[config.mk]
export PLATFORM = sky130hd
export DESIGN_NAME = ram_march_bist_flat
export DESIGN_NICKNAME = d
export VERILOG_FILES = /design/src/rtl/ram_bist_pkg.sv /design/src/rtl/ram_march_bist_if.sv /design/src/rtl/ram_bist_addr_gen.sv /design/src/rtl/ram_march_bist.sv /design/src/flat_wrapper.sv
export SDC_FILE = /design/constraint.sdc
export NUM_CORES = 1
export LEC_CHECK = 0
export BUFFER_PORTS_ARGS = -buffer_cell sky130_fd_sc_hd__buf_2
export CORE_UTILIZATION = 50
export DETAILED_ROUTE_END_ITERATION = 6
export MAX_ROUTING_LAYER = met4
export PLACE_DENSITY_LB_ADDON = 0.3
export SYNTH_ARGS = -nofsm -noshare
export SYNTH_HDL_FRONTEND = slang
export SYNTH_SLANG_ARGS = --single-unit
[constraint.sdc]
create_clock -name clk -period 5.3 [get_ports clk]
set_input_delay 0.265 -clock clk [delete_from_list [all_inputs] [get_ports clk]]
set_output_delay 0.265 -clock clk [all_outputs]
set_load 0.005 [all_outputs]
[src/rtl/ram_bist_pkg.sv]
`default_nettype none
// +----------------------------------------------------------------------------+
// | Module      : ram_bist_pkg                                                 |
// | Description : Shared constants for the March BIST controller. Holds the    |
// |               FSM state encoding, the March element count and the number   |
// |               of RAM accesses one full test takes.                         |
// | Revision    : 1.0 - initial release                                        |
// +----------------------------------------------------------------------------+
package ram_bist_pkg;

  localparam int unsigned c_STATE_W = 3;
  typedef logic [c_STATE_W-1:0] state_t;

  localparam state_t c_ST_IDLE = 3'd0;
  localparam state_t c_ST_M0_W = 3'd1;
  localparam state_t c_ST_M1_R = 3'd2;
  localparam state_t c_ST_M1_W = 3'd3;
  localparam state_t c_ST_M2_R = 3'd4;
  localparam state_t c_ST_M2_W = 3'd5;
  localparam state_t c_ST_M3_R = 3'd6;
  localparam state_t c_ST_DONE = 3'd7;

  // W0 up; R0W1 up; R1W0 down; R0 up
  localparam int unsigned c_NUM_ELEMENTS      = 4;
  // One write in M0, read+write in M1 and M2, one read in M3
  localparam int unsigned c_ACCESSES_PER_ADDR = 6;

  function automatic int unsigned cycles_per_test(input int unsigned depth);
    return c_ACCESSES_PER_ADDR * depth;
  endfunction

  localparam int unsigned c_DEFAULT_DEPTH           = 16;
  localparam int unsigned c_DEFAULT_CYCLES_PER_TEST = cycles_per_test(c_DEFAULT_DEPTH);

endpackage
`default_nettype wire

[src/rtl/ram_march_bist_if.sv]
`default_nettype none
// +----------------------------------------------------------------------------+
// | Module      : ram_march_bist_if                                            |
// | Description : RAM-side bus between the BIST controller (master) and a      |
// |               single-port asynchronous-read RAM (slave).                   |
// |   ram_address  : word address                                              |
// |   ram_data_in  : write data                                                |
// |   ram_write_en : write strobe, active high                                 |
// |   ram_data_out : combinational read data                                   |
// | Revision    : 1.0 - initial release                                        |
// +----------------------------------------------------------------------------+
interface ram_march_bist_if #(
  parameter int DATA_WIDTH = 8,
  parameter int ADDR_WIDTH = 4
);

  logic [ADDR_WIDTH-1:0] ram_address;
  logic [DATA_WIDTH-1:0] ram_data_in;
  logic                  ram_write_en;
  logic [DATA_WIDTH-1:0] ram_data_out;

  modport master (
    output ram_address,
    output ram_data_in,
    output ram_write_en,
    input  ram_data_out
  );

  modport slave (
    input  ram_address,
    input  ram_data_in,
    input  ram_write_en,
    output ram_data_out
  );

endinterface
`default_nettype wire

[src/rtl/ram_bist_addr_gen.sv]
`default_nettype none
// +----------------------------------------------------------------------------+
// | Module      : ram_bist_addr_gen                                            |
// | Description : Up/down address counter for the March sequencer.             |
// |   clk, rst_n : clock, synchronous active-low reset (counter -> 0)          |
// |   i_clear    : load 0 (start of an ascending element)                      |
// |   i_load     : load all-ones (start of a descending element)               |
// |   i_dir      : 0 = ascending, 1 = descending                               |
// |   i_step     : advance one address in direction i_dir                      |
// |   o_addr     : current address                                             |
// |   o_last     : terminal address for i_dir (max going up, 0 going down)     |
// | Revision    : 1.0 - initial release                                        |
// +----------------------------------------------------------------------------+
module ram_bist_addr_gen
  import ram_bist_pkg::*;
#(
  parameter int ADDR_WIDTH = 4
) (
  input  wire logic                  clk,
  input  wire logic                  rst_n,
  input  wire logic                  i_clear,
  input  wire logic                  i_load,
  input  wire logic                  i_dir,
  input  wire logic                  i_step,
  output logic      [ADDR_WIDTH-1:0] o_addr,
  output logic                       o_last
);

  localparam logic [ADDR_WIDTH-1:0] c_ADDR_MAX = '1;

  logic [ADDR_WIDTH-1:0] r_addr;

  // The sequencer never steps on the terminal address, so no wrap occurs
  always_ff @(posedge clk) begin
    if (!rst_n) begin
      r_addr <= '0;
    end else if (i_clear) begin
      r_addr <= '0;
    end else if (i_load) begin
      r_addr <= c_ADDR_MAX;
    end else if (i_step) begin
      r_addr <= i_dir ? (r_addr - 1'b1) : (r_addr + 1'b1);
    end
  end

  assign o_addr = r_addr;
  assign o_last = i_dir ? (r_addr == '0) : (r_addr == c_ADDR_MAX);

endmodule
`default_nettype wire

[src/rtl/ram_march_bist.sv]
`default_nettype none
// +----------------------------------------------------------------------------+
// | Module      : ram_march_bist                                               |
// | Description : March BIST controller (W0 up; R0W1 up; R1W0 down; R0 up)     |
// |               for a single-port asynchronous-read RAM.                     |
// |   clk, rst_n   : clock, synchronous active-low reset                       |
// |   i_start      : level start request, accepted only in IDLE                |
// |   i_pattern    : background word P, latched on accepted start             |
// |   o_busy       : a March element is executing                              |
// |   o_done       : one-cycle completion pulse                                |
// |   o_pass       : 1 = no mismatches; valid from o_done to next start        |
// |   o_fail_count : saturating mismatch count                                 |
// |   o_fail_addr  : address of first mismatch, 0 if none                      |
// |   ram_bus      : RAM address/data/write-enable out, read data in           |
// | Revision    : 1.0 - initial release                                        |
// +----------------------------------------------------------------------------+
module ram_march_bist
  import ram_bist_pkg::*;
#(
  parameter int DATA_WIDTH = 8,
  parameter int ADDR_WIDTH = 4,
  parameter int CNT_WIDTH  = 7
) (
  input  wire logic                  clk,
  input  wire logic                  rst_n,
  input  wire logic                  i_start,
  input  wire logic [DATA_WIDTH-1:0] i_pattern,
  output logic                       o_busy,
  output logic                       o_done,
  output logic                       o_pass,
  output logic      [CNT_WIDTH-1:0]  o_fail_count,
  output logic      [ADDR_WIDTH-1:0] o_fail_addr,
  ram_march_bist_if.master           ram_bus
);

  localparam logic [CNT_WIDTH-1:0] c_CNT_MAX = '1;

  state_t                r_state;
  state_t                w_next_state;
  logic                  r_go;
  logic [DATA_WIDTH-1:0] r_pattern;
  logic [CNT_WIDTH-1:0]  r_fail_count;
  logic [ADDR_WIDTH-1:0] r_fail_addr;
  logic                  r_pass;

  logic                  w_start_accept;
  logic [ADDR_WIDTH-1:0] w_addr;
  logic                  w_last;
  logic                  w_ag_clear;
  logic                  w_ag_load;
  logic                  w_ag_dir;
  logic                  w_ag_step;
  logic                  w_busy;
  logic                  w_done;
  logic                  w_write;
  logic                  w_read;
  logic [DATA_WIDTH-1:0] w_wdata;
  logic [DATA_WIDTH-1:0] w_expected;
  logic                  w_mismatch;

  // Accepting start spends one cycle in IDLE (r_go) so M0_W begins on the
  // edge after acceptance; r_go also blocks a second acceptance meanwhile.
  assign w_start_accept = (r_state == c_ST_IDLE) && i_start && !r_go;

  //--------------------------------------------------------------------------
  // Address counter
  //--------------------------------------------------------------------------
  always_comb begin
    w_ag_clear = 1'b0;
    w_ag_load  = 1'b0;
    w_ag_step  = 1'b0;
    w_ag_dir   = (r_state == c_ST_M2_R) || (r_state == c_ST_M2_W);
    case (r_state)
      c_ST_IDLE: w_ag_clear = w_start_accept;
      c_ST_M0_W: begin
        w_ag_clear = w_last;
        w_ag_step  = !w_last;
      end
      c_ST_M1_W: begin
        w_ag_load  = w_last;      // M2 starts at the top address
        w_ag_step  = !w_last;
      end
      c_ST_M2_W: begin
        w_ag_clear = w_last;
        w_ag_step  = !w_last;
      end
      c_ST_M3_R: w_ag_step = !w_last;
      default: ;
    endcase
  end

  ram_bist_addr_gen #(
    .ADDR_WIDTH (ADDR_WIDTH)
  ) u_addr_gen (
    .clk     (clk),
    .rst_n   (rst_n),
    .i_clear (w_ag_clear),
    .i_load  (w_ag_load),
    .i_dir   (w_ag_dir),
    .i_step  (w_ag_step),
    .o_addr  (w_addr),
    .o_last  (w_last)
  );

  //--------------------------------------------------------------------------
  // FSM: state register
  //--------------------------------------------------------------------------
  always_ff @(posedge clk) begin
    if (!rst_n) begin
      r_state <= c_ST_IDLE;
      r_go    <= 1'b0;
    end else begin
      r_state <= w_next_state;
      r_go    <= w_start_accept;
    end
  end

  //--------------------------------------------------------------------------
  // FSM: next state
  //--------------------------------------------------------------------------
  always_comb begin
    w_next_state = r_state;
    case (r_state)
      c_ST_IDLE: if (r_go)   w_next_state = c_ST_M0_W;
      c_ST_M0_W: if (w_last) w_next_state = c_ST_M1_R;
      c_ST_M1_R:             w_next_state = c_ST_M1_W;
      c_ST_M1_W:             w_next_state = w_last ? c_ST_M2_R : c_ST_M1_R;
      c_ST_M2_R:             w_next_state = c_ST_M2_W;
      c_ST_M2_W:             w_next_state = w_last ? c_ST_M3_R : c_ST_M2_R;
      c_ST_M3_R: if (w_last) w_next_state = c_ST_DONE;
      c_ST_DONE:             w_next_state = c_ST_IDLE;
      default:               w_next_state = c_ST_IDLE;
    endcase
  end

  //--------------------------------------------------------------------------
  // FSM: outputs
  //--------------------------------------------------------------------------
  always_comb begin
    w_busy     = 1'b0;
    w_done     = 1'b0;
    w_write    = 1'b0;
    w_read     = 1'b0;
    w_wdata    = '0;
    w_expected = r_pattern;
    case (r_state)
      c_ST_M0_W: begin
        w_busy  = 1'b1;
        w_write = 1'b1;
        w_wdata = r_pattern;
      end
      c_ST_M1_R: begin
        w_busy     = 1'b1;
        w_read     = 1'b1;
        w_expected = r_pattern;
        w_wdata    = r_pattern;
      end
      c_ST_M1_W: begin
        w_busy  = 1'b1;
        w_write = 1'b1;
        w_wdata = ~r_pattern;
      end
      c_ST_M2_R: begin
        w_busy     = 1'b1;
        w_read     = 1'b1;
        w_expected = ~r_pattern;
        w_wdata    = ~r_pattern;
      end
      c_ST_M2_W: begin
        w_busy  = 1'b1;
        w_write = 1'b1;
        w_wdata = r_pattern;
      end
      c_ST_M3_R: begin
        w_busy     = 1'b1;
        w_read     = 1'b1;
        w_expected = r_pattern;
        w_wdata    = r_pattern;
      end
      c_ST_DONE: w_done = 1'b1;
      default: ;
    endcase
  end

  assign w_mismatch = w_read && (ram_bus.ram_data_out != w_expected);

  //--------------------------------------------------------------------------
  // Pattern latch and result registers
  //--------------------------------------------------------------------------
  always_ff @(posedge clk) begin
    if (!rst_n) begin
      r_pattern    <= '0;
      r_fail_count <= '0;
      r_fail_addr  <= '0;
      r_pass       <= 1'b0;
    end else if (w_start_accept) begin
      r_pattern    <= i_pattern;
      r_fail_count <= '0;
      r_fail_addr  <= '0;
      r_pass       <= 1'b0;
    end else begin
      if (w_mismatch) begin
        if (r_fail_count != c_CNT_MAX) begin
          r_fail_count <= r_fail_count + 1'b1;
        end
        // The count saturates above zero, so zero marks the first mismatch
        if (r_fail_count == '0) begin
          r_fail_addr <= w_addr;
        end
      end
      // Verdict includes the final read, so it is valid on entry to DONE
      if ((r_state == c_ST_M3_R) && w_last) begin
        r_pass <= (r_fail_count == '0) && !w_mismatch;
      end
    end
  end

  //--------------------------------------------------------------------------
  // Outputs
  //--------------------------------------------------------------------------
  assign o_busy       = w_busy;
  assign o_done       = w_done;
  assign o_pass       = r_pass;
  assign o_fail_count = r_fail_count;
  assign o_fail_addr  = r_fail_addr;

  assign ram_bus.ram_address  = w_addr;
  assign ram_bus.ram_data_in  = w_wdata;
  // Gated by rst_n so no write can slip through while reset is held
  assign ram_bus.ram_write_en = w_write & rst_n;

endmodule
`default_nettype wire
[src/flat_wrapper.sv]
// flat-port wrapper written by rule: the top's interface ports become plain ports
module ram_march_bist_flat import ram_bist_pkg::*;
#(
  parameter int DATA_WIDTH = 8,
  parameter int ADDR_WIDTH = 4,
  parameter int CNT_WIDTH  = 7
)
  (clk, rst_n, i_start, i_pattern, o_busy, o_done, o_pass, o_fail_count, o_fail_addr, ram_bus_ram_address, ram_bus_ram_data_in, ram_bus_ram_write_en, ram_bus_ram_data_out);
  ram_march_bist_if #(.DATA_WIDTH(DATA_WIDTH), .ADDR_WIDTH(ADDR_WIDTH)) ram_bus_i ();
  input  wire logic clk;
  input  wire logic rst_n;
  input  wire logic i_start;
  input  wire logic [DATA_WIDTH-1:0] i_pattern;
  output logic o_busy;
  output logic o_done;
  output logic o_pass;
  output logic      [CNT_WIDTH-1:0] o_fail_count;
  output logic      [ADDR_WIDTH-1:0] o_fail_addr;
  output wire logic [$bits(ram_bus_i.ram_address)-1:0] ram_bus_ram_address;
  output wire logic [$bits(ram_bus_i.ram_data_in)-1:0] ram_bus_ram_data_in;
  output wire logic [$bits(ram_bus_i.ram_write_en)-1:0] ram_bus_ram_write_en;
  input wire logic [$bits(ram_bus_i.ram_data_out)-1:0] ram_bus_ram_data_out;
  assign ram_bus_ram_address = ram_bus_i.ram_address;
  assign ram_bus_ram_data_in = ram_bus_i.ram_data_in;
  assign ram_bus_ram_write_en = ram_bus_i.ram_write_en;
  assign ram_bus_i.ram_data_out = ram_bus_ram_data_out;
  ram_march_bist #(.DATA_WIDTH(DATA_WIDTH), .ADDR_WIDTH(ADDR_WIDTH), .CNT_WIDTH(CNT_WIDTH)) u_core (.clk(clk), .rst_n(rst_n), .i_start(i_start), .i_pattern(i_pattern), .o_busy(o_busy), .o_done(o_done), .o_pass(o_pass), .o_fail_count(o_fail_count), .o_fail_addr(o_fail_addr), .ram_bus(ram_bus_i));
endmodule
Yosys cells after proc, flatten, opt, wreduce, memory -nomap -nowiden:

Index checks and enable logic that the tools add are counted.

* add/subtract/negate cells: 3
* reduce and logical (&&, ||, !) cells: 25
* multiplexer cells: 19
* bitwise gates (word level): 3
* equal/unequal tests: 13

Operators by type and width (count)
* one-hot mux 3 bit (8 select lines): 1
* one-hot mux 8 bit (2 select lines): 1
* equality test 3 bit, second input constant: 4
* 2-to-1 mux 3 bit: 4
* 2-to-1 mux 4 bit: 3
* 2-to-1 mux 8 bit: 1
* inequality test 8 bit: 1
* NOT 8 bit: 1
* OR reduction 2 bit: 4
* OR reduction 4 bit: 2
* adder 7 x 1 -> 7 bit, second input constant: 1
* zero test 7 bit: 1
* 2-to-1 mux 1 bit: 7
* inequality test 7 bit, second input constant: 1
* equality test 3 x 2 -> 1 bit, second input constant: 2
* inequality test 2 x 1 -> 1 bit, second input constant: 3
* OR reduction 3 bit: 2
* OR reduction 6 bit: 1
* logical AND 1 bit: 5
* adder 4 x 1 -> 4 bit, second input constant: 1
* equality test 4 bit, second input constant: 1
* zero test 4 bit: 1
* AND reduction 2 bit: 2
* subtractor 4 x 1 -> 4 bit, second input constant: 1
* other kinds (10): 12

* register bits: 28
* input port bits: 19
* output and inout bits: 27
* word-level logic and storage cells: 70

Depth between registers and ports, before layout:

Gate-level depths: netlist (run 1).

* depth in word-level cells: 7
* depth in mapped cells: 11
* mapped depth without buffers: 11

Hierarchy:

Synthesis (run 1) repeated with hierarchy kept, for this count alone.

* cells, all modules: 210
* area total of the unflattened synthesis: 1746.7 um2

Modules (own cells, without submodules)
* ram_march_bist: times used 1, sequential area each 480.5 um2, area each 1438.9 um2, cells an instance 175
* ram_bist_addr_gen: times used 1, sequential area each 80.1 um2, area each 307.8 um2, cells an instance 35

Worst setup path before layout (run 1):

OpenSTA, ideal clock, no wires.

* kind: flip-flop to flip-flop
* start: register u_core.r_state[0]
* end: register u_core.u_addr_gen.r_addr[3] (netlist: u_core.u_addr_gen.o_addr[3])
* path buffers: 0
* stages on the path, launching flop included: 12
* setup time: 0.066 ns
* clock period less this slack: 2.034 ns
* path slack: 3.266 ns
* data arrival time: 1.968 ns
* required time: 5.234 ns
* path through: dfxtp_1 -> inv_1 -> ha_1 -> o21ai_2 -> inv_2 -> ha_1 -> nand3_1 -> a21oi_1 -> a31oi_1 -> inv_1 -> a31o_1 -> a21oi_2

* longest elaborated chain between the ends: 6
* elaborated cells between the ends (all ways): 21
* those cells by class: eq/ne: 5; mux: 7; reduce/logical: 9

RTL lines
* start: declaration: RTL line ram_march_bist.sv:38 `state_t r_state;`
* start signal: assignment: RTL line ram_march_bist.sv:110 `r_state <= c_ST_IDLE;`
* start signal: assignment: RTL line ram_march_bist.sv:113 `r_state <= w_next_state;`
* equality test 3 bit, on equally long branches: RTL line ram_march_bist.sv:72, ram_march_bist.sv:73
* logical OR 1 bit: RTL line ram_march_bist.sv:72 `w_ag_dir = (r_state == c_ST_M2_R) || (r_state == c_ST_M2_W);`
* 2-to-1 mux 1 bit: RTL line ram_bist_addr_gen.sv:47 `assign o_last = i_dir ? (r_addr == '0) : (r_addr == c_ADDR_MAX);`
* zero test 1 bit
* 2-to-1 mux 1 bit
* nonzero test 2 bit (no line)
* end signal: assignment: RTL line ram_bist_addr_gen.sv:40 `r_addr <= c_ADDR_MAX;`
* end signal: assignment: RTL line ram_bist_addr_gen.sv:42 `r_addr <= i_dir ? (r_addr - 1'b1) : (r_addr + 1'b1);`
* end: declaration: RTL line ram_bist_addr_gen.sv:31 `logic [ADDR_WIDTH-1:0] r_addr;`

Several ways; a longest one is shown, not always the timed one. The select of a mux whose other input is x is not followed.
A chain may end at the register's enable or synchronous reset.

Worst setup path in the final report (run 1):

Ends and elaborated chain as after synthesis.

==> results of run 1 <==
-- cells in the final DEF, fill, tap and decap left out, drive strengths merged, types with 2 or more instances in the layout --
cell type and count:
xnor2 7, xor2 3, o311ai 2, inv 11, or4 2, mux2i 5
clkbuf 3, nand4 2, buf 45, a31oi 2, dfxtp 28, nand2b 3
ha 9, nand3 4, or3 2, o21ai 10, mux2 8, nor2 13
o32ai 2, nand2 40, a211oi 4, o41ai 2, o31ai 2, nor3 5
a21oi 19, and2 3
-- cell type report --
type,instances,area share (%)
Clock buffer,3,1.110
Tap cell,46,2.838
Multi-Input combinational cell,159,53.79
Inverter,11,2.036
Clock inverter,1,1.481
Timing Repair Buffer,45,11.10
Sequential cell,28,27.64
-- registers in the layout, summed over array words and instances (netlist names) --
name	cells
u_core.o_fail_count	7
u_core.u_addr_gen.o_addr	4
u_core.r_pattern	8
u_core.r_state	3
u_core.o_fail_addr	4
u_core.r_go	1
u_core.o_pass	1
-- critical path: stages (launching register included) --
cell and delay (ps):
dfxtp_1 440, inv_1 110, ha_1 240, nor3b_2 200
and2_1 290, nor2_1 650, nand2_1 240, a31o_1 260
a21oi_2 90
-- metal layers --
metal / wire (µm) / GRT usage (%)
met1: 1635 / 27.66
met2: 1683 / 37.42
met3: 178 / 5.042
met4: 15 / 2.597
met5: 0 / -
-- power breakdown --
group	total (W)	switching, W	internal (W)
sequential	0.000276	0.0000369	0.000239
combinational	0.000324	0.000186	0.000137
clock	0.000142	0.0000654	0.0000765
total	0.000741	0.000289	0.000453
-- cells by family (layout without fill, tap and decap cells) --
kind of cell / Yosys count / count (layout) / synth area share, %
compound gates: 47 / 47 / 19.21
xor+xnor: 10 / 10 / 5.018
fa+ha+maj: 9 / 9 / 6.452
buf+inv: 18 / 60 / 5.376
flops: 28 / 28 / 32.11
mux: 13 / 13 / 8.746
simple gates: 80 / 80 / 23.08
-- cell usage after synthesis (2+ instances only) --
cell and count:
or3_1 2, a211oi_1 3, xor2_1 3, o21ai_1 4, mux2i_1 4, a21oi_2 4
nor3_1 4, dfxtp_1 28, nand2_1 40, nor2_1 12, o41ai_1 2, buf_6 3
xnor2_1 7, a31oi_1 2, o21ai_0 5, ha_1 9, a21oi_1 15, mux2_2 8
nand2b_1 3, and2_1 2, nand4_1 2, buf_2 3, nand3_1 4, inv_1 10
-- path summary, 6_finish.rpt --
check                        startpoint                          end  slack [ps]  cells past startpoint
setup / recovery      u_core.r_state[0]  u_core.u_addr_gen.o_addr[3]        2740                      8
hold reg to reg   u_core.o_fail_addr[1]        u_core.o_fail_addr[1]         470                      2
setup reg to reg      u_core.r_state[0]  u_core.u_addr_gen.o_addr[3]        2740                      8
hold / removal             i_pattern[2]          u_core.r_pattern[2]         160                      3
-- metrics by stage --
step                      total power [W]  cell area [µm²]  setup WS (ps)
after floorplan                 0.0005326             1745           3266
after global placement          0.0006011             1976           2837
after detailed placement        0.0006063             1976           2734
after CTS                       0.0007489             2028           2709
after global routing            0.0007996             2028           2458
final                           0.0007414             2028           2743
==> impl_metrics.toml, run 1 <==
[critical_path]
crit_path_end_kind = "register"
worst_ep_arrival_time_ps = 2840
critical_path_class = "reg -> reg"
cp_max_fo = 14
cp-start-kind = "register"
required_ps = 5590

[timing]
max_clock_freq_mhz = 391.1
maxSlewViolCount = 0
max_slew_margin_pct = 46.50
skew_ps = 4.337
worst_slew_pin_slew_ps = 799.5
hold_violations = 0
min_period_ps = 2557
final.setup.tns_ps = 0
hold_ws_ps = 155.4
period_share_pct = 48.24
rsz0062_at_grt = "no"
setup_viol = 0

[status]
violations = "DRC"
status = "complete, but fails checks"

[grt]
grt_pass1_vias = 1379
grt_max_degree = 17
antenna_found_initial = 0
grt_pass1_wl_mm = 6.113
overflow = 0
gr-usage-all-layers_pct = 22.11

[die]
io_pins = 46
rows = 21
core_um2 = 3337
die_y_um = 61.09
die_area_um2 = 3731
start_util_pct = 52.31
die_w_um = 61.09

[clock_network]
cts_tree = "yes"
cts_inserted_buffers = 3
cts.clk_slew.worst_paths_ps = 160
clock-sinks = 28
cts_hold_buf = 0
cts-root-buf = "clkbuf_4"
cts_resized = 0
cts_buffer_depth = 2
cts_setup_buffers = 0
insertion_delay_ps = 330
htree_levels = 1

[final_layout]
ff_latch_area_um2 = 560.5
num-fill-cells = 326
antenna_cells = 0
nNetsFinal = 276
stdcell_count = 293
multiInputGateArea_um2 = 1091
drive_above_1_share_pct = 29.55
fin_util_pct = 60.78
area.growth.synth_to_final_pct = 16.20

[power]
powerDensity_nw_per_um2 = 365.6
ir_drop_v = 0.0003328
cellLeakagePower_nw = 0.8869

[logic_synthesis]
yosysWarningCount = 0
avgSynthCellArea_um2 = 8.514
ys_types = 50
synth_ff_type = "dfxtp_1"
yosysTopAreaCell = "dfxtp_1"
synth.cell_area_um2 = 1745
synth-edff-count = 0
synthTopCellsByArea = "dfxtp_1, nand2_1, ha_1"
netlist.area_leader.share_pct = 32.11
synth_cells = 205
seq_area_frac_synth_pct = 32.11
synthesis.nets = 233
async_flop_share_pct = 0
ys_ff_latch = 28

[detailed_routing]
ant_nets = 0
drc = 2
viasPerCell = 5.283
dr_total_vias = 1548
routed_wl_mm = 3.512
drt_pass1_iterations = 6
drtIter0Drc = 98
wire_per_inst_um = 11.99

[placement]
dp_hpwl_mm = 2.679
io_buffers = 45
gp_congestion = 0.8517
dpl.cell_count = 289

[min_path]
hp-class = "in -> reg"

[run]
maxCapViolCount = 0
Power figures use the tool's default switching activity.
==> run 2, diff against run 1 <==
==> constraint.sdc (replaced) <==
create_clock -name clk -period 2.6 [get_ports clk]
set_input_delay 0.13 -clock clk [delete_from_list [all_inputs] [get_ports clk]]
set_output_delay 0.13 -clock clk [all_outputs]
set_load 0.005 [all_outputs]
==> run 2 against run 1 <==
- the run still ends with DRC left
- die area unchanged
- sequential share of layout area down 0.34 points
- clock skew up 5.8 ps
- largest cell class unchanged
- flip-flop and latch count is the same
- hold slack worse by 140 ps
- critical path type unchanged
==> impl_metrics.toml, run 2 (same netlist as run 1, synthesis figures left out) <==
[status]
status = "complete, but fails checks"
violations = "DRC"

[die]
die_y_um = 61.09
core_um2 = 3337
rows = 21
io_pins = 46
die_area_um2 = 3731
start_util_pct = 52.31
die_w_um = 61.09

[clock_network]
cts-root-buf = "clkbuf_4"
clock-sinks = 28
cts_setup_buffers = 0
cts_tree = "yes"
cts_resized = 0
cts_buffer_depth = 2
insertion_delay_ps = 340
cts.clk_slew.worst_paths_ps = 150
cts_inserted_buffers = 3
htree_levels = 1
cts_hold_buf = 0

[power]
ir_drop_v = 0.0004970
cellLeakagePower_nw = 0.9007
powerDensity_nw_per_um2 = 751.2

[critical_path]
cp-start-kind = "register"
crit_path_end_kind = "register"
worst_ep_arrival_time_ps = 2590
cp_max_fo = 6
required_ps = 2890
critical_path_class = "reg -> reg"

[final_layout]
regMostFlops = "u_core.r_pattern"
layout_common_cells = "buf_2, nand2_1, dfxtp_1"
antenna_cells = 0
nNetsFinal = 279
design_area_um2 = 2053
area.growth.synth_to_final_pct = 17.63
stdcell_count = 296
largest_register_ffs = 8
drive_above_1_share_pct = 30.80
num-fill-cells = 305
layout_commonest_cell = "buf_2"

[min_path]
hp-class = "in -> reg"

[detailed_routing]
viasPerCell = 5.216
drc = 2
routed_wl_mm = 3.547
drtIter0Drc = 96
drt_pass1_iterations = 6
ant_nets = 0
wire_per_inst_um = 11.98
dr_total_vias = 1544

[placement]
dpl.cell_count = 292
dp_hpwl_mm = 2.727
place_ws_ps = 199.7
io_buffers = 45
gp_congestion = 0.8250
dpl-instance-area_um2 = 1998

[timing]
final.setup.tns_ps = 0
setup_viol = 0
timing.final.ws_setup_ps = 299.6
maxSlewViolCount = 0
skew_ps = 10.10
hold_violations = 0
max_slew_margin_pct = 65.16
max_clock_freq_mhz = 434.7
period_share_pct = 88.48
rsz0062_at_grt = "no"
min_period_ps = 2300
worst_slew_pin_slew_ps = 522.1

[grt]
grt_pass1_vias = 1246
grt_max_degree = 17
grt_pass1_wl_mm = 5.685
overflow = 0
gr-usage-all-layers_pct = 20.96
antenna_found_initial = 0

[run]
maxCapViolCount = 0
[run 2: worst max-delay path: stages, from the launching register on]
cell	delay (ps)
dfxtp_1	450
inv_1	120
ha_1	260
o21ai_2	260
inv_2	120
ha_1	330
nand3_1	90
a21oi_1	70
a31oi_1	200
inv_1	60
a31o_1	220
a21oi_2	90
[run 2: metrics by stage]
step	total power [W]	utilization, %	hold WS, ps
after CTS	0.001555	61.45	1.774
after floorplan	0.001086	-	266.0
final	0.001542	61.53	16.40
after detailed placement	0.001265	59.88	377.4
after global routing	0.001659	61.53	7.706
after global placement	0.001254	59.88	371.7
[run 2: final cells by class]
type	count	area, µm²	area share (%)
Timing Repair Buffer	48	247.7	12.07
Clock inverter	1	30.03	1.463
Sequential cell	28	560.5	27.30
Multi-Input combinational cell	159	1094	53.26
Tap cell	46	57.56	2.803
Inverter	11	41.29	2.011
Clock buffer	3	22.52	1.097
[run 2: final timing paths]
check	start	to	slack [ps]	cells past startpoint
setup reg to reg	u_core.r_state[0]	u_core.u_addr_gen.o_addr[3]	300	11
hold / removal	i_pattern[6]	u_core.r_pattern[6]	20	3
setup / recovery	u_core.r_state[0]	u_core.u_addr_gen.o_addr[3]	300	11
hold reg to reg	u_core.o_fail_addr[1]	u_core.o_fail_addr[1]	470	2
[run 2: power breakdown]
group	switching, W	leakage, nW	internal, W
Combinational	0.000391	0.645	0.000302
Sequential	0.0000758	0.228	0.000487
Clock	0.000131	0.0279	0.000156
[run 2: routing by layer]
layer,global-route usage (%),part of all wire (%)
met2,30.90,47
met1,29.20,47
met3,4.412,4.7
met4,5.195,1.1
met5,-,0
==> run 3, diff against run 2 <==
--- a/config.mk
+++ b/config.mk
@@ -10,6 +10,7 @@
 export DETAILED_ROUTE_END_ITERATION = 6
 export MAX_ROUTING_LAYER = met4
 export PLACE_DENSITY_LB_ADDON = 0.3
+export SETUP_SLACK_MARGIN = 0.5
 export SYNTH_ARGS = -nofsm -noshare
 export SYNTH_HDL_FRONTEND = slang
 export SYNTH_SLANG_ARGS = --single-unit
==> run 3 against run 2 <==
- the flow still finishes with violations (DRC)
- critical path depth shrank 3
- setup slack better by 300 ps
- clock power is 1% higher
- sequential share of layout area shrank 1.5 points
- critical endpoint is now u_core.o_fail_addr[3]
==> impl_metrics.toml, run 3 (same netlist as run 1, synthesis figures left out) <==
[clock_network]
cts_buffer_depth = 2
cts_tree = "yes"
insertion_delay_ps = 340
clock-sinks = 28
htree_levels = 1
cts_hold_buf = 0
cts_inserted_buffers = 3
cts.clk_slew.worst_paths_ps = 160
cts-root-buf = "clkbuf_4"

[timing]
setup_viol = 0
worst_slew_pin_slew_ps = 556.2
period_share_pct = 76.99
max_slew_margin_pct = 62.88
timing.final.ws_setup_ps = 598.2
hold_violations = 0
skew_ps = 8.226
maxSlewViolCount = 0
hold_ws_ps = 10.39
max_clock_freq_mhz = 499.6
rsz0062_at_grt = "yes"
min_period_ps = 2002
final.setup.tns_ps = 0

[die]
die_area_um2 = 3731
io_pins = 46
die_w_um = 61.09
die_y_um = 61.09
start_util_pct = 52.31
rows = 21
core_um2 = 3337

[status]
violations = "DRC"
status = "complete, but fails checks"

[final_layout]
antenna_cells = 0
multiInputGateArea_um2 = 1162
ff_latch_area_um2 = 569.3
regMostFlops = "u_core.r_pattern"
drive_above_1_share_pct = 37.07
largest_register_ffs = 8
layout_commonest_cell = "buf_2"
num-fill-cells = 288
nNetsFinal = 288
layout_common_cells = "buf_2, nand2_1, dfxtp_1"
area.growth.synth_to_final_pct = 26.45
fin_util_pct = 66.14

[critical_path]
cp_max_fo = 6
cp-start-kind = "register"
crit_chain = "inv_4 > ha_4 > and2_4 > nand2_1 > o31a_1 > o32ai_4 > nand2b_4 > mux2i_1"
path_delay_family = "compound AO/OA/AOI/OAI gates"
slowest_stage = "o32ai_4"
cp_slowest_stage_delay_ps = 410
crit_path_end_kind = "register"
critical_path_class = "reg -> reg"
required_ps = 2890
worst_ep_arrival_time_ps = 2290
cp_num_buf_inv = 1

[detailed_routing]
wire_per_inst_um = 12.57
ant_nets = 0
drt_pass1_iterations = 6
wl_met2_mm = 1.896
dr_total_vias = 1610
routed.top_layer = "met4"
drtIter0Drc = 117
viasPerCell = 5.279
wl_met1_mm = 1.712
drc = 2
routed_wl_mm = 3.833
wl_met3_um = 197

[power]
ir_drop_v = 0.0005039
powerDensity_nw_per_um2 = 761.8
cellLeakagePower_nw = 0.9614

[grt]
grt_pass1_wl_mm = 5.913
gr-usage-all-layers_pct = 21.78
grt_pass1_vias = 1290
grt_max_degree = 17
antenna_found_initial = 0
overflow = 0

[placement]
dp_hpwl_mm = 2.727
io_buffers = 45
place_ws_ps = 199.7
gp_congestion = 0.8250

[min_path]
hp-class = "in -> reg"

[run]
maxCapViolCount = 0
## run 3: power by group
| part | switching (W) | internal, W | leakage [nW] |
|---|---|---|---|
| Sequential | 0.0000858 | 0.000495 | 0.229 |
| Combinational | 0.000431 | 0.000379 | 0.704 |
| Clock | 0.000135 | 0.000156 | 0.0279 |
| Total | 0.000652 | 0.00103 | 0.961 |
## run 3: path summary, 6_finish.rpt
path                          from                     to  slack (ps)  cells past startpoint
min                   i_pattern[6]    u_core.r_pattern[6]          10                      3
max              u_core.r_state[0]  u_core.o_fail_addr[3]         600                      8
min reg2reg  u_core.o_fail_addr[1]  u_core.o_fail_addr[1]         470                      2
max reg2reg      u_core.r_state[0]  u_core.o_fail_addr[3]         600                      8
## run 3: cell type report
type	instances	share of cell area, %
clock inverters	1	1.361
inverters	11	2.098
multi-input cells	159	52.66
flip-flops and latches	28	25.79
well taps	46	2.608
clock buffers	3	1.020
repair buffers	57	14.46
## run 3: what timing repair did
action,CTS,global route
resized for setup,10,15
pin swaps,2,2
cloned,1,0
setup endpoints to repair,14,18
setup buffers,0,8
## run 3: routing by layer
metal | vias up | track usage (%)
met5 | - | -
met4 | 0 | 5.195
met3 | 4 | 4.412
met2 | 51 | 33.23
met1 | 726 | 29.60
li1 | 829 | -
## run 3: stage by stage
step	total power, W	instances	cell area (µm²)
2_1_floorplan	0.001086	205	1745
3_3_place_gp	0.001254	292	1998
3_5_place_dp	0.001265	292	1998
4_1_cts	0.001592	297	2087
5_1_grt	0.001797	305	2207
6_report	0.001681	305	2207
## run 3: worst register-to-register path, stage by stage (launching register included)
cell	delay, ps
dfxtp_4	400
inv_4	80
ha_4	160
and2_4	160
nand2_1	50
o31a_1	270
o32ai_4	410
nand2b_4	250
mux2i_1	180
